==> config.mk <==
export PLATFORM = sky130hd
export DESIGN_NAME = calc_op_sequencer
export DESIGN_NICKNAME = d
export VERILOG_FILES = /design/src/rtl/calc_pkg.sv /design/src/rtl/calc_debounce.sv /design/src/rtl/calc_op_sequencer.sv
export SDC_FILE = /design/constraint.sdc
export NUM_CORES = 1
export LEC_CHECK = 0
export CAP_MARGIN = 20
export CORE_AREA = 2 2 120 122
export CTS_CLUSTER_DIAMETER = 30
export DETAILED_ROUTE_END_ITERATION = 10
export DIE_AREA = 0 0 122 124
export GPL_TIMING_DRIVEN = 0
export HOLD_SLACK_MARGIN = 0.15
export PLACE_DENSITY = 0.78
export REMOVE_ABC_BUFFERS = 1
export SYNTH_ARGS = -nofsm -noshare
export SYNTH_HDL_FRONTEND = slang
export SYNTH_SLANG_ARGS = --single-unit
==> constraint.sdc <==
create_clock -name clk -period 2.72 [get_ports clk]
set_clock_uncertainty 0.2 [all_clocks]
set_input_delay 0.408 -clock clk [delete_from_list [all_inputs] [get_ports clk]]
set_output_delay 0.408 -clock clk [all_outputs]
set_load 0.02 [all_outputs]
==> src/rtl/calc_pkg.sv <==
// Shared encodings and widths for the hex calculator front end.
package calc_pkg;

    localparam int RES_W = 32;
    localparam int NUM_W = 8;

    typedef enum logic [2:0] {
        FUNC_ADD = 3'b000,
        FUNC_SUB = 3'b001,
        FUNC_MUL = 3'b010,
        FUNC_DIV = 3'b011,
        FUNC_MOD = 3'b100,
        FUNC_SQR = 3'b101
    } func_e;

    typedef enum logic [1:0] {
        ST_IDLE,
        ST_ISSUE,
        ST_WAIT,
        ST_COMMIT
    } state_e;

    // Codes 11x have no ALU operation behind them.
    function automatic logic func_valid(input logic [2:0] f);
        return f <= FUNC_SQR;
    endfunction

endpackage

==> src/rtl/calc_debounce.sv <==
// Button synchroniser and debounce filter; emits a single-cycle pulse on each accepted press.
module calc_debounce #(
    parameter int DEBOUNCE_CYCLES = 1_000_000
) (
    input  logic clk,
    input  logic rst_n,
    input  logic button,
    output logic press
);

    localparam int CNT_W = $clog2(DEBOUNCE_CYCLES + 1);

    logic             sync1_q, sync2_q;
    logic             level_q, level_d;
    logic             press_q, press_d;
    logic [CNT_W-1:0] cnt_q, cnt_d;

    // NOTE: combinational logic uses blocking '=' with defaults first, so no latch is inferred.
    always_comb begin
        level_d = level_q;
        cnt_d   = '0;
        // Any cycle where the synced level matches the filtered level restarts the count.
        if (sync2_q != level_q) begin
            if (cnt_q == CNT_W'(DEBOUNCE_CYCLES - 1)) begin
                level_d = sync2_q;
            end else begin
                cnt_d = cnt_q + 1'b1;
            end
        end
        press_d = level_d & ~level_q;
    end

    // NOTE: state flops use non-blocking '<=' and take the asynchronous active-low reset.
    always_ff @(posedge clk or negedge rst_n) begin
        if (!rst_n) begin
            sync1_q <= 1'b0;
            sync2_q <= 1'b0;
            level_q <= 1'b0;
            press_q <= 1'b0;
            cnt_q   <= '0;
        end else begin
            sync1_q <= button;
            sync2_q <= sync1_q;
            level_q <= level_d;
            press_q <= press_d;
            cnt_q   <= cnt_d;
        end
    end

    assign press = press_q;

endmodule

==> src/rtl/calc_op_sequencer.sv <==
// Calculator front-end: debounced operator button drives one ALU operation per press over a
// start/done handshake, accumulating and chaining the result.
module calc_op_sequencer
    import calc_pkg::*;
#(
    parameter int DEBOUNCE_CYCLES = 1_000_000,
    parameter int ALU_TIMEOUT     = 64
) (
    input  logic             clk,
    input  logic             rst_n,
    input  logic             button,
    input  logic             clear,
    input  logic [2:0]       func,
    input  logic [NUM_W-1:0] num1,
    input  logic [NUM_W-1:0] num2,
    output logic             alu_start,
    output logic [2:0]       alu_op,
    output logic [RES_W-1:0] alu_a,
    output logic [RES_W-1:0] alu_b,
    input  logic             alu_done,
    input  logic             alu_err,
    input  logic [RES_W-1:0] alu_result,
    output logic [RES_W-1:0] cal_result,
    output logic             busy,
    output logic             chain,
    output logic             err
);

    localparam int TMO_W = $clog2(ALU_TIMEOUT + 1);

    logic press;

    calc_debounce #(.DEBOUNCE_CYCLES(DEBOUNCE_CYCLES)) u_debounce (
        .clk    (clk),
        .rst_n  (rst_n),
        .button (button),
        .press  (press)
    );

    state_e           state_q, state_d;
    logic             alu_start_q, alu_start_d;
    logic [2:0]       alu_op_q, alu_op_d;
    logic [RES_W-1:0] alu_a_q, alu_a_d, alu_b_q, alu_b_d;
    logic [RES_W-1:0] res_q, res_d, cal_result_q, cal_result_d;
    logic             busy_q, busy_d, chain_q, chain_d, err_q, err_d;
    logic [TMO_W-1:0] tmo_q, tmo_d;
    logic [RES_W-1:0] opa;

    always_comb begin
        state_d      = state_q;
        alu_start_d  = 1'b0;
        alu_op_d     = alu_op_q;
        alu_a_d      = alu_a_q;
        alu_b_d      = alu_b_q;
        res_d        = res_q;
        cal_result_d = cal_result_q;
        chain_d      = chain_q;
        err_d        = err_q;
        tmo_d        = tmo_q;
        opa          = chain_q ? cal_result_q : RES_W'(num1);

        unique case (state_q)
            ST_IDLE: begin
                if (press && !clear && func_valid(func)) begin
                    state_d     = ST_ISSUE;
                    alu_start_d = 1'b1;
                    alu_op_d    = func;
                    alu_a_d     = opa;
                    alu_b_d     = (func == FUNC_SQR) ? opa : RES_W'(num2);
                end
            end
            ST_ISSUE: begin
                state_d = ST_WAIT;
                tmo_d   = '0;
            end
            ST_WAIT: begin
                if (alu_done) begin
                    if (alu_err) begin
                        err_d   = 1'b1;
                        state_d = ST_IDLE;
                    end else begin
                        res_d   = alu_result;
                        state_d = ST_COMMIT;
                    end
                end else if (tmo_q == TMO_W'(ALU_TIMEOUT - 1)) begin
                    err_d   = 1'b1;
                    state_d = ST_IDLE;
                end else begin
                    tmo_d = tmo_q + 1'b1;
                end
            end
            ST_COMMIT: begin
                cal_result_d = res_q;
                chain_d      = 1'b1;
                state_d      = ST_IDLE;
            end
            default: state_d = ST_IDLE;
        endcase

        // Clear overrides everything, including a pending commit.
        if (clear) begin
            state_d      = ST_IDLE;
            cal_result_d = '0;
            chain_d      = 1'b0;
            err_d        = 1'b0;
        end

        busy_d = (state_d != ST_IDLE);
    end

    always_ff @(posedge clk or negedge rst_n) begin
        if (!rst_n) begin
            state_q      <= ST_IDLE;
            alu_start_q  <= 1'b0;
            alu_op_q     <= '0;
            alu_a_q      <= '0;
            alu_b_q      <= '0;
            res_q        <= '0;
            cal_result_q <= '0;
            busy_q       <= 1'b0;
            chain_q      <= 1'b0;
            err_q        <= 1'b0;
            tmo_q        <= '0;
        end else begin
            state_q      <= state_d;
            alu_start_q  <= alu_start_d;
            alu_op_q     <= alu_op_d;
            alu_a_q      <= alu_a_d;
            alu_b_q      <= alu_b_d;
            res_q        <= res_d;
            cal_result_q <= cal_result_d;
            busy_q       <= busy_d;
            chain_q      <= chain_d;
            err_q        <= err_d;
            tmo_q        <= tmo_d;
        end
    end

    assign alu_start  = alu_start_q;
    assign alu_op     = alu_op_q;
    assign alu_a      = alu_a_q;
    assign alu_b      = alu_b_q;
    assign cal_result = cal_result_q;
    assign busy       = busy_q;
    assign chain      = chain_q;
    assign err        = err_q;

endmodule

# == Word level (Yosys, flattened, before mapping) ==
# Index checks and enable logic that the tools add are counted.
# totals
elab_cells,71
ff_bits,168
in_bits,57
output_inout_bits,103
# op_classes
bitwise,3
n_mux,26
reduce_logical,13
add_sub_neg,2
n_lt_le_gt_ge,1
n_eq_ne,10
# op_table
op,count
$mux W32,4
$mux W20,2
$add A20 B1 Y20 const B,1
$eq A20 B20 Y1 const B,1
$mux W7,2
$pmux W7 S2,1
$mux W1,11
$mux W2,5
$reduce_and A3 Y1,3
$pmux W2 S4,1
$reduce_bool A2 Y1,4
$add A7 B1 Y7 const B,1
$eq A7 B6 Y1 const B,1
$eq A2 B2 Y1 const B,2
$ne A2 B2 Y1 const B,2
$eq A3 B3 Y1 const B,1
$le A3 B3 Y1 const B,1
$ne A3 B2 Y1 const B,1
$reduce_bool A3 Y1,1
$eq A2 B1 Y1 const B,1
$logic_and A1 B1 Y1,2
$logic_not A2 Y1,1
$not A1 Y1,2
$reduce_and A2 Y1,1
other kinds (3),3

# == Depth between registers and ports, before layout ==
# depth
ltp_word,7
ltp_mapped,6
depth_no_buf,5

# == Cells and area by module ==
# Synthesis repeated with hierarchy kept, for this count alone.
# unflattened
cells_unflattened,565
area_unflattened_um2,6752.7
# modules_own_cells
module,instances,cells_each,seq_area_each_um2,area_each_um2
calc_op_sequencer,1,449,3603.5,5616.6
calc_debounce,1,116,600.6,1136.1

# == Least setup slack after synthesis ==
# OpenSTA, ideal clock, no wires.
# synth_timing
kind,register to register
from,register u_debounce.cnt_q[0]
to,register u_debounce.cnt_q[18]
stages_incl_launch_ff,7
path_slack_ps,477
setup_ps,78
t_arrival_ps,1965
synth_period_minus_slack_ps,2243
t_required_ps,2442
cell_sequence,dfrtp_1 -> ha_1 -> nand3_4 -> or4_1 -> buf_2 -> or4_1 -> a21oi_1
# synth_between
elab_chain_len,3
word_cells_on_any_way,4
cone_classes,1 x add/sub; 1 x eq/ne; 2 x mux
# synth_lines
element,line,text
"start, declared",calc_debounce.sv:16,"logic [CNT_W-1:0] cnt_q, cnt_d;"
"start signal, assigned",calc_debounce.sv:46,cnt_q <= cnt_d;
$add A20 B1 Y20 or $eq A20 B20 Y1 (tied branches),"calc_debounce.sv:27, calc_debounce.sv:24",
$mux W20 *,calc_debounce.sv:24,if (cnt_q == CNT_W'(DEBOUNCE_CYCLES - 1)) begin
$mux W20 *,calc_debounce.sv:23,if (sync2_q != level_q) begin
named net u_debounce.cnt_d[18],calc_debounce.sv:16,
# The timed path passes the listed nets; every way through them passes the cells marked *.
# A chain may end at the register's enable or synchronous reset.

# == Final worst setup path ==
# layout_timing
from,input port clear
to,register alu_b_q[28] (netlist: alu_b[28])
# layout_between
elab_chain_len,4
# layout_lines
element,line,text
"start, declared",calc_op_sequencer.sv:12,"input logic clear,"
$logic_not A1 Y1,calc_op_sequencer.sv:64,if (press && !clear && func_valid(func)) begin
$logic_and A1 B1 Y1 (2 in series),calc_op_sequencer.sv:64,
$reduce_and A2 Y1 (no source line),n/a,
"end signal, assigned",calc_op_sequencer.sv:129,alu_b_q <= alu_b_d;
"end, declared",calc_op_sequencer.sv:43,"logic [RES_W-1:0] alu_a_q, alu_a_d, alu_b_q, alu_b_d;"
# Every way passes these cells.

==> flow_metrics.py <==
metrics = {
    "outcome": {
        "outcome": "completed",
    },
    "power_and_ir_drop": {
        "power_leakage_uw": 0.00396,
        "netSwitchingPower_uw": 1070,
        "power_uw": 5250,
        "ir_drop_mv": 0.314,
        "p_int_uw": 4180,
        "p_comb_frac": 0.041,
        "power_frac_clock": 0.472,
        "seqPwrFrac": 0.487,
        "switching_share": 0.203,
        "pwr_density_cell_mw_per_mm2": 576,
    },
    "timing": {
        "worstMarginPinSlew_ns": 0.987,
        "post-route-min-period_ns": 2.51,
        "whs_ns": 0.150,
        "rsz0062_at_grt": "no",
        "slew_headroom": 0.340,
        "fin_crit_sh": 0.923,
        "setup_viol": 0,
        "finalHoldViolations": 0,
        "maxSlewViolCount": 0,
        "setup_tns_ns": 0,
        "fmax_mhz": 398,
    },
    "clock_network": {
        "cts.sinks": 168,
        "clk_latency_ns": 0.42,
        "cts-buffers-inserted": 17,
        "postCtsSetupBuffers": 0,
        "cts.path.max_buffers": 2,
        "ctsHtreeMaxLevel": 4,
        "clock_tree.root_cell": "clkbuf_16",
        "path_clk_slew_ns": 0.06,
        "cts_tree": "done",
    },
    "min_path": {
        "min_delay_path_depth": 0,
        "min_path_type": "flip-flop to flip-flop",
    },
    "placement": {
        "globalplace.congestion": 0.763,
        "dp.final_hpwl_um": 10800,
        "numPortBuffers": 159,
        "placed_cell_area_mm2": 0.00848,
    },
    "setup_path": {
        "critPathMaxFanout": 24,
        "cp.required_ns": 2.82,
        "crit_path_end_kind": "flip-flop",
        "crit_path_start_kind": "primary input",
        "r2r_cells": 4,
        "worstSetupPathType": "primary input to flip-flop",
        "arrival_ns": 2.61,
    },
    "logic_synthesis": {
        "synthArstFlopShare": 1.00,
        "ys_seq_area_frac": 0.635,
        "avgSynthCellArea_um2": 11.9,
        "ys.flop_type": "dfrtp_1",
        "syn_inst": 556,
        "syn-cell-area_mm2": 0.00662,
        "yosys_warnings": 0,
        "synth_cell_types": 36,
        "synth_edf_count": 0,
        "ys_ff_latch": 168,
    },
    "detailed_routing": {
        "first_pass_iters": 5,
        "wl_per_cell_um": 17.7,
        "routed.top_layer": "met4",
        "drt-met1-wl_um": 6810,
        "route.final.wire_length_um": 16000,
        "ant_nets": 0,
        "met3_length_um": 851,
        "vias": 5044,
        "drc_errors": 0,
        "met2RoutedLength_um": 8130,
        "drt_iter0_drc": 388,
        "vias_per_cell": 5.59,
    },
    "cells_and_area": {
        "fin_nets": 768,
        "fin_area_mm2": 0.00911,
        "antenna_cells": 0,
        "syn_to_final_growth_pct": 37.5,
        "utilization": 0.664,
        "drive_gt1_frac": 0.114,
    },
    "floorplanning": {
        "core_mm2": 0.0137,
        "die_y_um": 124,
        "die_w_um": 122,
        "start_util": 0.483,
        "ios": 160,
        "die_area_mm2": 0.0151,
        "rows": 43,
    },
    "global_route": {
        "grt_max_degree": 92,
        "gr-total-overflow": 0,
        "track_usage": 0.215,
        "grt_antenna_before_repair": 0,
        "grt_pass1_wl_um": 24900,
        "grt_pass1_vias": 4864,
    },
    "job": {
        "maxCapViolCount": 0,
    },
}
[synthesized netlist by cell type (5+ instances only)]
master | number | area (um2)
dfrtp_1 | 168 | 4200
nand2_1 | 86 | 323
a22o_1 | 56 | 490
o21ai_0 | 55 | 275
mux2_2 | 36 | 405
clkbuf_1 | 33 | 124
nor2_1 | 18 | 67.6
a21oi_1 | 13 | 65.1
nand3_1 | 10 | 50.1
inv_1 | 9 | 33.8
xnor2_1 | 9 | 78.8
mux2i_1 | 8 | 80.1
o31ai_1 | 8 | 60.1
or4_1 | 8 | 60.1
or3_1 | 5 | 31.3
[metrics by stage]
| stage | setup WS [ns] | instances |
|---|---|---|
| 3_5_place_dp | -0.220 | 868 |
| 5_1_grt | 0.0659 | 902 |
| 4_1_cts | 0.162 | 901 |
| 2_1_floorplan | -2.00 | 520 |
| 6_report | 0.209 | 902 |
| 3_3_place_gp | -5.40 | 859 |
[per-layer routing]
metal	up-vias	global-route usage
met2	156	0.369
li1	2286	-
met4	0	0.0682
met3	22	0.0481
met5	-	0
met1	2580	0.272
[final timing paths]
check	slack (ns)	from	to
min	0.15	u_debounce.sync1_q$_DFF_PN0_	u_debounce.sync2_q$_DFF_PN0_
min reg2reg	0.15	u_debounce.sync1_q$_DFF_PN0_	u_debounce.sync2_q$_DFF_PN0_
max in group asynchronous	1.07	rst_n	chain$_DFFE_PN0P_
max	0.21	clear	alu_b[28]$_DFFE_PN0P_
max reg2reg	0.29	u_debounce.cnt_q[16]$_DFF_PN0_	u_debounce.cnt_q[11]$_DFF_PN0_
min in group asynchronous	0.39	rst_n	alu_a[0]$_DFFE_PN0P_
[power by group through the flow]
stage	Combinational [uW]	Clock [uW]	Sequential, uW
6_report	213	2480	2560
5_1_grt	236	2630	2560
3_5_place_dp	212	0	2600
3_3_place_gp	194	0	2600
2_1_floorplan	54.9	0	2600
4_1_cts	217	2510	2560
[timing repair]
action,4_1_cts,5_1_grt
hold buffers,1,0
endpoints found under the hold margin,90,0
resized for setup,1,0
endpoints found under the setup margin,1,0
[placed cells by master, fill, tap and decap left out, types with 8 or more instances in the layout]
cell             count
dfrtp_1            167
clkdlybuf4s50_1    158
nand2_1             86
a22o_1              56
o21ai_0             55
mux2_2              36
nor2_1              17
clkbuf_16           17
a21oi_1             12
nand3_1             10
inv_1                9
xnor2_1              9
or4_1                8
o31ai_1              8
mux2i_1              8
[flip-flops by register name, summed over array words and instances (netlist names)]
signal and flops:
alu_b 32, alu_op 3, u_debounce.cnt_q 20, u_debounce.level_q 1, cal_result 32, u_debounce.sync2_q 1
err 1, res_q 32, busy 1, tmo_q 7, u_debounce.sync1_q 1, chain 1
u_debounce.press 1, alu_a 32, alu_start 1, state_q 2
[critical path, stage by stage]
cell and delay [ns]:
clkdlybuf4s50_1 0.52, inv_1 0.16, nand4_1 0.56, buf_6 0.39, buf_8 0.17, buf_8 0.16
a22o_1 0.24
[layout make-up]
type | instances | area (um2)
fillers | 991 | 4610
flip-flops and latches | 168 | 4210
multi-input cells | 343 | 2260
repair buffers | 170 | 1770
clock buffers | 20 | 437
well taps | 180 | 225
clock inverters | 12 | 175
inverters | 9 | 33.8
[cell families after synthesis]
family / synth area share
adders and majority gates: 0.00378
buffers and inverters: 0.0259
AOI/OAI and AO/OA: 0.147
xor gates and xnor gates: 0.0145
muxes: 0.0733
and+or+nand+nor: 0.101
DFF: 0.635
No activity file was read; power rests on OpenSTA's default activity.
